<file path="src/rtl/neuron_layer_sequencer_pkg.sv">
// Shared definitions for the layer sequencer and the master controller.
// Contents:
//   seq_state_t      - sequencer state encoding (IDLE=0, READ=1, DRAIN=2, SWAP=3)
//   PIPE_LAT_DEFAULT - default read-to-pooling-output latency of the datapath
//   ABUFFER_DEFAULT  - default neuron buffer address width
//   CW_DEFAULT       - default width of the completed-layer counter
package neuron_layer_sequencer_pkg;

    typedef enum logic [1:0] {
        ST_IDLE  = 2'd0,
        ST_READ  = 2'd1,
        ST_DRAIN = 2'd2,
        ST_SWAP  = 2'd3
    } seq_state_t;

    localparam int PIPE_LAT_DEFAULT = 4;
    localparam int ABUFFER_DEFAULT  = 11;
    localparam int CW_DEFAULT       = 8;

endpackage

</file>
<file path="src/rtl/neuron_layer_sequencer_valid_delay_line.sv">
// valid_delay_line: DEPTH-stage shift register that tracks which issued read
// vectors are still travelling through the convolution/pooling pipeline.
// Ports:
//   clk       - clock, rising edge
//   rst_n     - asynchronous active-low reset, clears every stage
//   enable    - advance the line by one stage (low = freeze in place)
//   valid_in  - a read was issued this cycle
//   valid_out - the vector issued DEPTH advances ago is at the pooling output
//   any_valid - at least one tracked vector is still in flight
module valid_delay_line
    import neuron_layer_sequencer_pkg::*;
#(
    parameter int DEPTH = PIPE_LAT_DEFAULT
) (
    input  logic clk,
    input  logic rst_n,
    input  logic enable,
    input  logic valid_in,
    output logic valid_out,
    output logic any_valid
);

    logic [DEPTH-1:0] stage_reg;
    logic [DEPTH-1:0] stage_next;

    // Stage 0 takes the new issue flag, every other stage takes its predecessor.
    generate
        for (genvar gi = 0; gi < DEPTH; gi++) begin : g_stage
            if (gi == 0) begin : g_head
                assign stage_next[gi] = valid_in;
            end else begin : g_tail
                assign stage_next[gi] = stage_reg[gi-1];
            end
        end
    endgenerate

    always_ff @(posedge clk or negedge rst_n) begin
        if (!rst_n) begin
            stage_reg <= '0;
        end else if (enable) begin
            stage_reg <= stage_next;
        end
    end

    assign valid_out = stage_reg[DEPTH-1];
    assign any_valid = |stage_reg;

endmodule

</file>
<file path="src/rtl/neuron_layer_sequencer.sv">
// neuron_layer_sequencer: runs one layer pass through the datapath.
// Streams read addresses into the active neuron buffer, tracks each vector
// through the pipeline, writes results (optionally pair-decimated for pooling)
// into the opposite buffer, then swaps the ping-pong buffers.
// Ports:
//   CLK, RSTn          - clock (rising edge), asynchronous active-low reset
//   start              - one-cycle layer request, honoured only when idle
//   rdBase, wrBase     - first read / write address, latched on start
//   rdCount            - number of vectors to read, latched on start
//   poolCfg            - pooling enable, latched on start
//   stall              - freezes read issue, in-flight tracking and writes
//   nReadAddress       - read buffer address
//   nWriteAddress      - write buffer address (holds last value between writes)
//   nWWrite            - write strobe into the write buffer
//   readBufferSelect   - which buffer is read; the other is written
//   doPooling          - latched pooling enable for the current layer
//   busy, done         - activity flag and one-cycle completion pulse
//   layerCount         - number of completed buffer swaps (wraps)
module neuron_layer_sequencer
    import neuron_layer_sequencer_pkg::*;
#(
    parameter int ABuffer  = ABUFFER_DEFAULT,
    parameter int PIPE_LAT = PIPE_LAT_DEFAULT,
    parameter int CW       = CW_DEFAULT
) (
    input  logic               CLK,
    input  logic               RSTn,
    input  logic               start,
    input  logic [ABuffer-1:0] rdBase,
    input  logic [ABuffer-1:0] wrBase,
    input  logic [ABuffer-1:0] rdCount,
    input  logic               poolCfg,
    input  logic               stall,
    output logic [ABuffer-1:0] nReadAddress,
    output logic [ABuffer-1:0] nWriteAddress,
    output logic               nWWrite,
    output logic               readBufferSelect,
    output logic               doPooling,
    output logic               busy,
    output logic               done,
    output logic [CW-1:0]      layerCount
);

    seq_state_t         state_reg;
    logic [ABuffer-1:0] rd_addr_reg;
    logic [ABuffer-1:0] rd_left_reg;
    logic [ABuffer-1:0] wr_next_reg;
    logic [ABuffer-1:0] wr_last_reg;
    logic               pair_reg;
    logic               pool_reg;
    logic               sel_reg;
    logic               busy_reg;
    logic               done_reg;
    logic [CW-1:0]      layer_cnt_reg;

    logic issue;
    logic pipe_out;
    logic pipe_any;
    logic pipe_take;
    logic write_fire;

    assign issue     = (state_reg == ST_READ) && !stall;
    // A result leaves the pipe only on a non-stalled cycle; with pooling only
    // the second result of each pair produces a write.
    assign pipe_take  = pipe_out && !stall;
    assign write_fire = pipe_take && (!pool_reg || pair_reg);

    valid_delay_line #(
        .DEPTH (PIPE_LAT)
    ) u_valid_delay_line (
        .clk       (CLK),
        .rst_n     (RSTn),
        .enable    (!stall),
        .valid_in  (issue),
        .valid_out (pipe_out),
        .any_valid (pipe_any)
    );

    always_ff @(posedge CLK or negedge RSTn) begin
        if (!RSTn) begin
            state_reg     <= ST_IDLE;
            rd_addr_reg   <= '0;
            rd_left_reg   <= '0;
            wr_next_reg   <= '0;
            wr_last_reg   <= '0;
            pair_reg      <= 1'b0;
            pool_reg      <= 1'b0;
            sel_reg       <= 1'b0;
            busy_reg      <= 1'b0;
            done_reg      <= 1'b0;
            layer_cnt_reg <= '0;
        end else begin
            done_reg <= 1'b0;

            if (pipe_take && pool_reg) begin
                pair_reg <= ~pair_reg;
            end
            if (write_fire) begin
                wr_last_reg <= wr_next_reg;
                wr_next_reg <= wr_next_reg + ABuffer'(1);
            end

            case (state_reg)
                ST_IDLE: begin
                    if (start) begin
                        if (rdCount != '0) begin
                            state_reg   <= ST_READ;
                            busy_reg    <= 1'b1;
                            rd_addr_reg <= rdBase;
                            rd_left_reg <= rdCount;
                            wr_next_reg <= wrBase;
                            pair_reg    <= 1'b0;
                            pool_reg    <= poolCfg;
                        end else begin
                            // Empty layer: acknowledge without touching the buffers.
                            done_reg <= 1'b1;
                        end
                    end
                end
                ST_READ: begin
                    if (!stall) begin
                        // The final address stays on the bus rather than running one past.
                        if (rd_left_reg == ABuffer'(1)) begin
                            state_reg <= ST_DRAIN;
                        end else begin
                            rd_left_reg <= rd_left_reg - ABuffer'(1);
                            rd_addr_reg <= rd_addr_reg + ABuffer'(1);
                        end
                    end
                end
                ST_DRAIN: begin
                    if (!pipe_any) begin
                        state_reg <= ST_SWAP;
                    end
                end
                ST_SWAP: begin
                    sel_reg       <= ~sel_reg;
                    layer_cnt_reg <= layer_cnt_reg + CW'(1);
                    done_reg      <= 1'b1;
                    busy_reg      <= 1'b0;
                    state_reg     <= ST_IDLE;
                end
                default: state_reg <= ST_IDLE;
            endcase
        end
    end

    assign nReadAddress     = rd_addr_reg;
    assign nWriteAddress    = write_fire ? wr_next_reg : wr_last_reg;
    assign nWWrite          = write_fire;
    assign readBufferSelect = sel_reg;
    assign doPooling        = pool_reg;
    assign busy             = busy_reg;
    assign done             = done_reg;
    assign layerCount       = layer_cnt_reg;

endmodule
</file>
<file path="config.mk">
export PLATFORM = sky130hd
export DESIGN_NAME = neuron_layer_sequencer
export DESIGN_NICKNAME = d
export VERILOG_FILES = /design/src/rtl/neuron_layer_sequencer_pkg.sv /design/src/rtl/neuron_layer_sequencer_valid_delay_line.sv /design/src/rtl/neuron_layer_sequencer.sv
export SDC_FILE = /design/constraint.sdc
export NUM_CORES = 1
export LEC_CHECK = 0
export ABC_AREA = 1
export BUFFER_PORTS_ARGS = -buffer_cell sky130_fd_sc_hd__buf_4
export CAP_MARGIN = 25
export CORE_MARGIN = 2
export CORE_UTILIZATION = 45
export CTS_CLUSTER_DIAMETER = 30
export DETAILED_ROUTE_END_ITERATION = 8
export PLACE_DENSITY = 0.67
export SLEW_MARGIN = 25
export SYNTH_ARGS = -nofsm -noshare
export SYNTH_HDL_FRONTEND = slang
export SYNTH_SLANG_ARGS = --single-unit
</file>
<file path="constraint.sdc">
create_clock -name CLK -period 3 [get_ports CLK]
set_clock_uncertainty 0.05 [all_clocks]
set_input_delay 0.3 -clock CLK [delete_from_list [all_inputs] [get_ports CLK]]
set_output_delay 0.3 -clock CLK [all_outputs]
set_load 0.005 [all_outputs]
</file>
# --- Yosys cells after proc, flatten, opt, wreduce, memory -nomap -nowiden ---
# Index checks and enable logic that the tools add are counted.
word_totals:
  inputBits: 38
  wordCells: 75
  regBits: 63
  out_inout_bits: 35
classes:
  n_addsub: 4
  muxes: 31
  reduce_logical: 16
  bitwise: 2
  eq_ne: 10
op_table:
  columns: ["op", "count"]
  rows:
  - ["two-way mux 11 bit", 13]
  - ["one-hot mux 11 bit (2 select lines)", 2]
  - ["adder 11 x 1 -> 11 bit (second input constant)", 2]
  - ["== test 11 x 1 -> 1 bit (second input constant)", 1]
  - ["nonzero test 11 bit", 1]
  - ["subtractor 11 x 1 -> 11 bit (second input constant)", 1]
  - ["two-way mux 2 bit", 5]
  - ["inequality test 2 bit (second input constant)", 5]
  - ["AND reduction 5 bit", 2]
  - ["adder 8 x 1 -> 8 bit (second input constant)", 1]
  - ["two-way mux 1 bit", 8]
  - ["one-hot mux 2 bit (4 select lines)", 1]
  - ["AND reduction 3 bit", 2]
  - ["== test 2 bit (second input constant)", 2]
  - ["logical AND 1 bit", 4]
  - ["one-hot mux 1 bit (2 select lines)", 2]
  - ["nonzero test 2 bit", 2]
  - ["OR reduction 4 bit", 1]
  - ["== test 2 x 1 -> 1 bit (second input constant)", 1]
  - ["logical NOT 1 bit", 2]
  - ["logical NOT 2 bit", 1]
  - ["inequality test 2 x 1 -> 1 bit (second input constant)", 1]
  - ["NOT 1 bit", 2]
  - ["logical OR 1 bit", 1]

# --- Longest topological paths before layout ---
# Gate-level depths: netlist of the first run.
depth:
  ltp_word: 7
  mapped_depth: 11
  ltp_nobuf: 10

# --- Modules after synthesis ---
# From an unflattened synthesis of the first run, not the netlist that was laid out.
hier_totals:
  hier_cells: 523
  hier_area_um2: 3802.4
modules_own_cells:
  columns: ["mod", "n_inst", "area_per_inst_um2", "cells_per_inst", "seq_area_each_um2"]
  rows:
  - ["neuron_layer_sequencer", 1, 3642.2, 503, 1476.4]
  - ["valid_delay_line", 1, 160.2, 20, 100.1]

# --- Worst setup path before layout of the first run ---
# Ideal clock, no wire load.
synth_path:
  path_kind: "register -> register"
  startpoint: "register state_reg[0]"
  endpoint: "register rd_left_reg[0]"
  slack_ns: 1.495
  stages_incl_launch_ff: 9
  synth_period_minus_slack_ns: 1.505
  path_buffers: 1
  t_arrival_ns: 1.339
  setup_time_ns: 0.116
  required_time_ns: 2.834
  cell_sequence: "dfrtp_1 > inv_1 > ha_1 > inv_1 > o21ai_0 > nor2_2 > buf_2 > nand2_1 > nand2_1"
synth_between:
  elab_chain_cells: 3
  word_cells_on_any_way: 9
  cone_classes: "eq/ne (5); mux (1); reduce/logical (3)"
synth_rtl:
  columns: ["item", "line", "text"]
  rows:
  - ["from (decl)", "neuron_layer_sequencer.sv:44", "seq_state_t state_reg;"]
  - ["from (signal assigned)", "neuron_layer_sequencer.sv:81", "state_reg <= ST_IDLE;"]
  - ["from (signal assigned)", "neuron_layer_sequencer.sv:107", "state_reg <= ST_READ;"]
  - ["from (signal assigned)", "neuron_layer_sequencer.sv:124", "state_reg <= ST_DRAIN;"]
  - ["== test 2 x 1 -> 1 bit or logical NOT 2 bit (tied branches)", "neuron_layer_sequencer.sv:103", "case (state_reg)"]
  - ["inequality test 2 bit (no source line) or nonzero test 2 bit (tied branches)", null, null]
  - ["AND reduction 5 bit (no source line)", null, null]
  - ["to (signal assigned)", "neuron_layer_sequencer.sv:110", "rd_left_reg <= rdCount;"]
  - ["to (signal assigned)", "neuron_layer_sequencer.sv:126", "rd_left_reg <= rd_left_reg - ABuffer'(1);"]
  - ["to (decl)", "neuron_layer_sequencer.sv:46", "logic [ABuffer-1:0] rd_left_reg;"]
# Several ways; a longest one is shown, not always the timed one.
# A chain may end at the register's enable or synchronous reset.

# --- Worst setup path after layout of the first run ---
layout_path:
  startpoint: "register state_reg[1]"
  endpoint: "register rd_addr_reg[9] (netlist: nReadAddress[9])"
layout_between:
  elab_chain_cells: 3
  word_cells_on_any_way: 9
  cone_classes: "eq/ne (5); mux (1); reduce/logical (3)"
layout_rtl:
  columns: ["item", "line", "text"]
  rows:
  - ["== test 2 x 1 -> 1 bit or logical NOT 2 bit (tied branches)", "neuron_layer_sequencer.sv:103", null]
  - ["inequality test 2 bit (no source line) or nonzero test 2 bit (tied branches)", null, null]
  - ["AND reduction 5 bit (no source line)", null, null]
  - ["to (signal assigned)", "neuron_layer_sequencer.sv:109", "rd_addr_reg <= rdBase;"]
  - ["to (signal assigned)", "neuron_layer_sequencer.sv:127", "rd_addr_reg <= rd_addr_reg + ABuffer'(1);"]
  - ["to (decl)", "neuron_layer_sequencer.sv:45", "logic [ABuffer-1:0] rd_addr_reg;"]
# Several ways; a longest one is shown, not always the timed one.

==> impl_metrics.toml, run 1 <==
[floorplan]
die_h_um = 94.6
io_pins = 73
rows = 33
die-area_sq_um = 8960
core_area_sq_um = 8090
start_util_pct = 45.7
die_x_um = 94.6

[routing]
via_per_inst = 4.81
wirelength_mm = 8.17
vias = 3356
drc = 0
ant_nets = 0
dr.first_iter.drc_count = 109
drt_first_pass_iters = 6
wl_per_cell_um = 11.7

[power]
internal_power_w = 0.00262
p_comb_share_pct = 46.4
pwr-share-clk_pct = 18.6
pwr-share-seq_pct = 35.0
p_switching_w = 0.00198
switching_share_pct = 43.0
p_leak_nw = 2.45
powerDensity_nw_per_um2 = 1020
vdd_drop_max_mv = 0.385

[finish]
regArea_sq_um = 1580
area_growth_syn_to_layout_pct = 22.1
drive_above_1_share_pct = 19.1
final_cells = 698
multi_input_area_sq_um = 1840
diodes = 0
nets = 636
final_util_pct = 55.8
finalInstanceArea_sq_um = 4510
fill_cells = 790

[synthesis]
ys_warn_count = 0
synth_top_family_by_area = "simple AND/OR/NAND/NOR gates"
synth-adder-area-share_pct = 3.38
synthXorXnorAreaFrac_pct = 2.84
ys_seq_elements = 63
syn-cell-area_sq_um = 3700
synth_compound_area_share_pct = 5.92
synthSimpleGateAreaFrac_pct = 37.5
syn_area_per_cell_sq_um = 7.12
synth_nets = 567
synthMuxAreaShare_pct = 0
synth_cells = 519
ys_seq_area_share_pct = 42.6
synth_cell_types = 28

[setup_path]
critPathMaxFanout = 22
worstRegToRegCells = 8
critPathMostFrequentCell = "nand2_1"
crit_end = "nReadAddress[9]"
crit_slowest_cell = "nor2_2"
required_ns = 3.23
startpoint_type = "flip-flop"
crit_type = "flip-flop to flip-flop"
max_stage_delay_ns = 0.73
cp-startpoint = "state_reg[1]"
r2r_start = "state_reg[1]"
arrival_ns = 2.54
cp-end-kind = "flip-flop"
crit_chain = "inv_1 -> ha_1 -> inv_1 -> nand2_1 -> nand3_1 -> nor2_2 -> nand2_1 -> nand2_1"
rrSetupSlack_ns = 0.69
r2r_end = "nReadAddress[9]"

[timing]
fmax_mhz = 433
hold_viol_final = 14
rsz0062_at_grt = "false"
finalCritPeriodShare_pct = 77.0
finalSetupViolations = 0
maxSlewHeadroom_pct = 37.2
report.final.slew_viol_count = 0
period_needed_ns = 2.31
holdWs_ns = -0.0273
tightest_slew_ns = 0.941
tns_ns = 0

[clock_tree]
postCtsResizedCells = 0
cts_tree = "yes"
clock_path_buffers = 2
cts_setup_buffers = 0
clk_pin_slew_ns = 0.07
cts_buffers = 9
ctsHoldBuffers = 0
cts_root_buffer = "clkbuf_8"
clock_latency_ns = 0.35
clock_sinks = 63
h-tree-depth = 3

[outcome]
violations = "negative hold slack"
status = "complete, but fails checks"

[placed_design]
place_area_sq_um = 4280
place_inst = 682
place.gp.congestion = 0.808
numPortBuffers = 72
place.detailed.hpwl_mm = 5.80

[min_path]
hp-class = "input port to async pin"

[global_route]
grt_pass1_wl_mm = 13.7
grt_max_degree = 64
grt_pass1_vias = 3054
grt_use_total_pct = 19.3
grt_antenna_before_repair = 0
grt-ovfl-total = 0

[job]
drv_cap = 0
==> metrics by stage <==
step | setup slack, ns | power, W
finish | 0.690 | 0.00460
CTS | 0.677 | 0.00466
floorplan | 1.49 | 0.00310
detailed placement | 0.715 | 0.00378
global route | 0.435 | 0.00509
global placement | 0.778 | 0.00371
==> layout make-up <==
cell class | instances | area share [%]
clock buffer | 10 | 3.05
clock inverter | 6 | 2.05
inverter | 49 | 4.07
multi-input combinational | 391 | 40.7
sequential | 63 | 34.9
tap | 105 | 2.91
timing repair buffer | 74 | 12.3
==> layer usage <==
| metal | track usage (%) | routed length (um) | vias to the layer above |
|---|---|---|---|
| li1 | - | - | 1766 |
| met1 | 25.2 | 3820 | 1512 |
| met2 | 31.7 | 3910 | 69 |
| met3 | 3.59 | 317 | 9 |
| met4 | 7.61 | 119 | 0 |
| met5 | 0 | 0 | - |
==> power by group through the flow <==
| stage | logic (W) | registers, W | clock network, W |
|---|---|---|---|
| 6_report | 0.00213 | 0.00161 | 0.000856 |
| 3_3_place_gp | 0.00210 | 0.00161 | 0 |
| 3_5_place_dp | 0.00215 | 0.00163 | 0 |
| 5_1_grt | 0.00250 | 0.00168 | 0.000914 |
| 4_1_cts | 0.00217 | 0.00161 | 0.000880 |
| 2_1_floorplan | 0.00155 | 0.00154 | 0 |
==> cell usage after synthesis <==
master	instances	area (sq um)
a21o_1	1	7.51
a21oi_1	6	30.0
a31oi_1	1	6.26
buf_2	8	40.0
buf_4	4	30.0
buf_6	2	22.5
clkbuf_1	2	7.51
clkinv_1	1	3.75
dfrtp_1	63	1580
ha_1	10	125
inv_1	47	176
inv_2	1	3.75
nand2_1	228	856
nand2_2	3	18.8
nand2_4	1	11.3
nand3_1	38	190
nand3_2	2	20.0
nand4_1	11	68.8
nor2_1	28	105
nor2_2	6	37.5
nor3_1	2	10.0
nor3_2	2	20.0
o21ai_0	24	120
o21ai_1	2	10.0
o21bai_1	6	45.0
or2_2	8	50.1
xnor2_1	3	26.3
xor2_1	9	78.8
==> worst max-delay path: cells and delay by family (launching register included) <==
| family | cells | cell delay (ns) |
|---|---|---|
| fa+ha+maj | 1 | 0.46 |
| buf+inv | 2 | 0.21 |
| flops | 1 | 0.41 |
| simple gates | 5 | 1.11 |
==> worst min path at each step <==
stage / from / to / slack [ns] / cells after the start
floorplan: RSTn / busy / -0.05 / 0
global placement: RSTn / rd_left_reg[5] / 0.40 / 1
detailed placement: RSTn / rd_left_reg[5] / 0.40 / 1
CTS: RSTn / layerCount[0] / 0.02 / 1
global route: RSTn / layerCount[0] / 0.05 / 1
finish: RSTn / rd_left_reg[5] / -0.03 / 1
==> cells in the final DEF (no fill, tap or decap), types with 3 or more instances in the layout <==
master and n:
nand2_1 228, buf_4 74, dfrtp_1 63, inv_1 47
nand3_1 38, nor2_1 28, o21ai_0 24, nand4_1 11
ha_1 10, clkbuf_8 10, xor2_1 9, or2_2 8
nor2_2 6, a21oi_1 6, o21bai_1 6, nand2_2 3
xnor2_1 3
==> kinds of logic after synthesis <==
logic type,Yosys count
and+or+nand+nor,329
buffers and inverters,65
DFF,63
AOI/OAI and AO/OA,40
xor gates and xnor gates,12
adders and majority gates,10
Power figures use the tool's default switching activity.
==> run 2, diff against run 1 <==
--- a/config.mk
+++ b/config.mk
@@ -12,7 +12,7 @@
 export CORE_UTILIZATION = 45
 export CTS_CLUSTER_DIAMETER = 30
 export DETAILED_ROUTE_END_ITERATION = 8
-export PLACE_DENSITY = 0.67
+export PLACE_DENSITY = 0.7
 export SLEW_MARGIN = 25
 export SYNTH_ARGS = -nofsm -noshare
 export SYNTH_HDL_FRONTEND = slang
==> constraint.sdc (replaced) <==
create_clock -name CLK -period 2 [get_ports CLK]
set_clock_uncertainty 0.05 [all_clocks]
set_input_delay 0.2 -clock CLK [delete_from_list [all_inputs] [get_ports CLK]]
set_output_delay 0.2 -clock CLK [all_outputs]
set_load 0.005 [all_outputs]
==> impl_metrics.toml, run 2 (synthesis results as in run 1) <==
[min_path]
hp-class = "input port to flip-flop"

[global_route]
grt_use_total_pct = 20.8
grt_max_degree = 64
grt-ovfl-total = 0
grt_pass1_wl_mm = 14.8
grt_antenna_before_repair = 0
grt_pass1_vias = 3304

[routing]
wirelength_mm = 8.59
dr.first_iter.drc_count = 165
highest_layer = "met4"
drt_first_pass_iters = 4
dr_wl_met3_um = 349
via_per_inst = 4.83
wl_met1_mm = 4.04
dr_wl_met2_mm = 4.10
drc = 0
ant_nets = 0
wl_per_cell_um = 12.1
vias = 3416

[clock_tree]
clk_pin_slew_ns = 0.07
clock_latency_ns = 0.34
cts_setup_buffers = 0
clock_path_buffers = 2
cts_tree = "yes"
h-tree-depth = 3
clock_sinks = 63
cts_buffers = 9
cts_root_buffer = "clkbuf_8"

[timing]
fmax_mhz = 541
maxSlewHeadroom_pct = 63.1
report.final.slew_viol_count = 0
holdWs_ns = 0.0113
tightest_slew_ns = 0.552
finalCritPeriodShare_pct = 92.5
period_needed_ns = 1.85
rsz0062_at_grt = "false"
finalSetupViolations = 0
hold_viol_final = 0

[placed_design]
numPortBuffers = 72
place_inst = 687
place.detailed.hpwl_mm = 6.01
place.gp.congestion = 0.848

[finish]
mostFrequentLayoutCells = "nand2_1 (228), buf_4 (78), dfrtp_1 (63)"
diodes = 0
area_growth_syn_to_layout_pct = 24.1
regArea_sq_um = 1580
drive_above_1_share_pct = 19.6
fill_cells = 801
multi_input_area_sq_um = 1860
final_util_pct = 56.7
nets = 645
final_cells = 707
final_common_cell = "nand2_1"

[job]
drv_cap = 0

[power]
pwr-share-clk_pct = 15.8
switching_share_pct = 44.1
vdd_drop_max_mv = 0.503
internal_power_w = 0.00383
p_comb_share_pct = 48.6
powerDensity_nw_per_um2 = 1490
pwr-share-seq_pct = 35.6
p_switching_w = 0.00302
p_leak_nw = 2.48

[outcome]
status = "completed"

[setup_path]
critPathMaxFanout = 28
required_ns = 1.75
cp-end-kind = "output pin"
crit_type = "flip-flop to output pin"
startpoint_type = "flip-flop"
arrival_ns = 1.60

[floorplan]
die_h_um = 94.6
io_pins = 73
die_x_um = 94.6
die-area_sq_um = 8960
start_util_pct = 45.7
core_area_sq_um = 8090
rows = 33
-- run 2: path summary, 6_finish.rpt --
check / startpoint / to / slack [ns] / cells past startpoint
setup / recovery: pair_reg / nWriteAddress[0] / 0.15 / 7
hold / removal: wrBase[4] / wr_next_reg[4] / 0.01 / 3
setup reg to reg: state_reg[1] / nReadAddress[8] / 0.23 / 9
hold reg to reg: readBufferSelect / readBufferSelect / 0.43 / 1
max in group asynchronous: RSTn / nReadAddress[5] / 1.26 / 3
min in group asynchronous: RSTn / rd_left_reg[4] / 0.34 / 3
-- run 2: area by class of cell --
class                           count  area share [%]
Tap cell                          105            2.86
Multi-Input combinational cell    391            40.6
Inverter                           49            4.01
Clock inverter                      6            1.34
Clock buffer                       10            2.78
Sequential cell                    63            34.4
Timing Repair Buffer               83            14.1
-- run 2: worst max-delay path, cell delays in order, from the launching register on --
cell      delay, ns
dfrtp_1        0.33
clkinv_1       0.09
nand2_1        0.19
nand2_8        0.15
inv_2          0.17
nand2_1        0.10
nand2_1        0.10
buf_4          0.12
-- run 2: power by group through the flow --
stage / clock network, W / logic, W / registers, W
final: 0.00108 / 0.00332 / 0.00244
after global routing: 0.00116 / 0.00387 / 0.00253
after CTS: 0.00111 / 0.00333 / 0.00243
after detailed placement: 0 / 0.00330 / 0.00244
after global placement: 0 / 0.00319 / 0.00242
after floorplan: 0 / 0.00233 / 0.00231
-- run 2: what timing repair did --
action                                  CTS  global route
endpoints found under the hold margin    66             0
gates resized for setup                   2             3
endpoints found under the setup margin   23             4
hold buffers                              4             0
-- run 2: stage by stage --
stage / TNS (ns) / total power [W] / setup WS [ns] / area [sq um]
2_1_floorplan: 0 / 0.00464 / 0.495 / 3700
3_3_place_gp: 0 / 0.00561 / 0.0465 / 4330
3_5_place_dp: -0.578 / 0.00574 / -0.0485 / 4330
4_1_cts: 0 / 0.00687 / 0.126 / 4570
5_1_grt: 0 / 0.00756 / 0.0165 / 4590
6_report: 0 / 0.00685 / 0.150 / 4590
-- run 2: routing by layer --
layer,vias to the layer above,global-route usage [%]
met3,7,3.67
met2,70,35.1
li1,1775,-
met1,1564,27.2
met5,-,0
met4,0,6.64
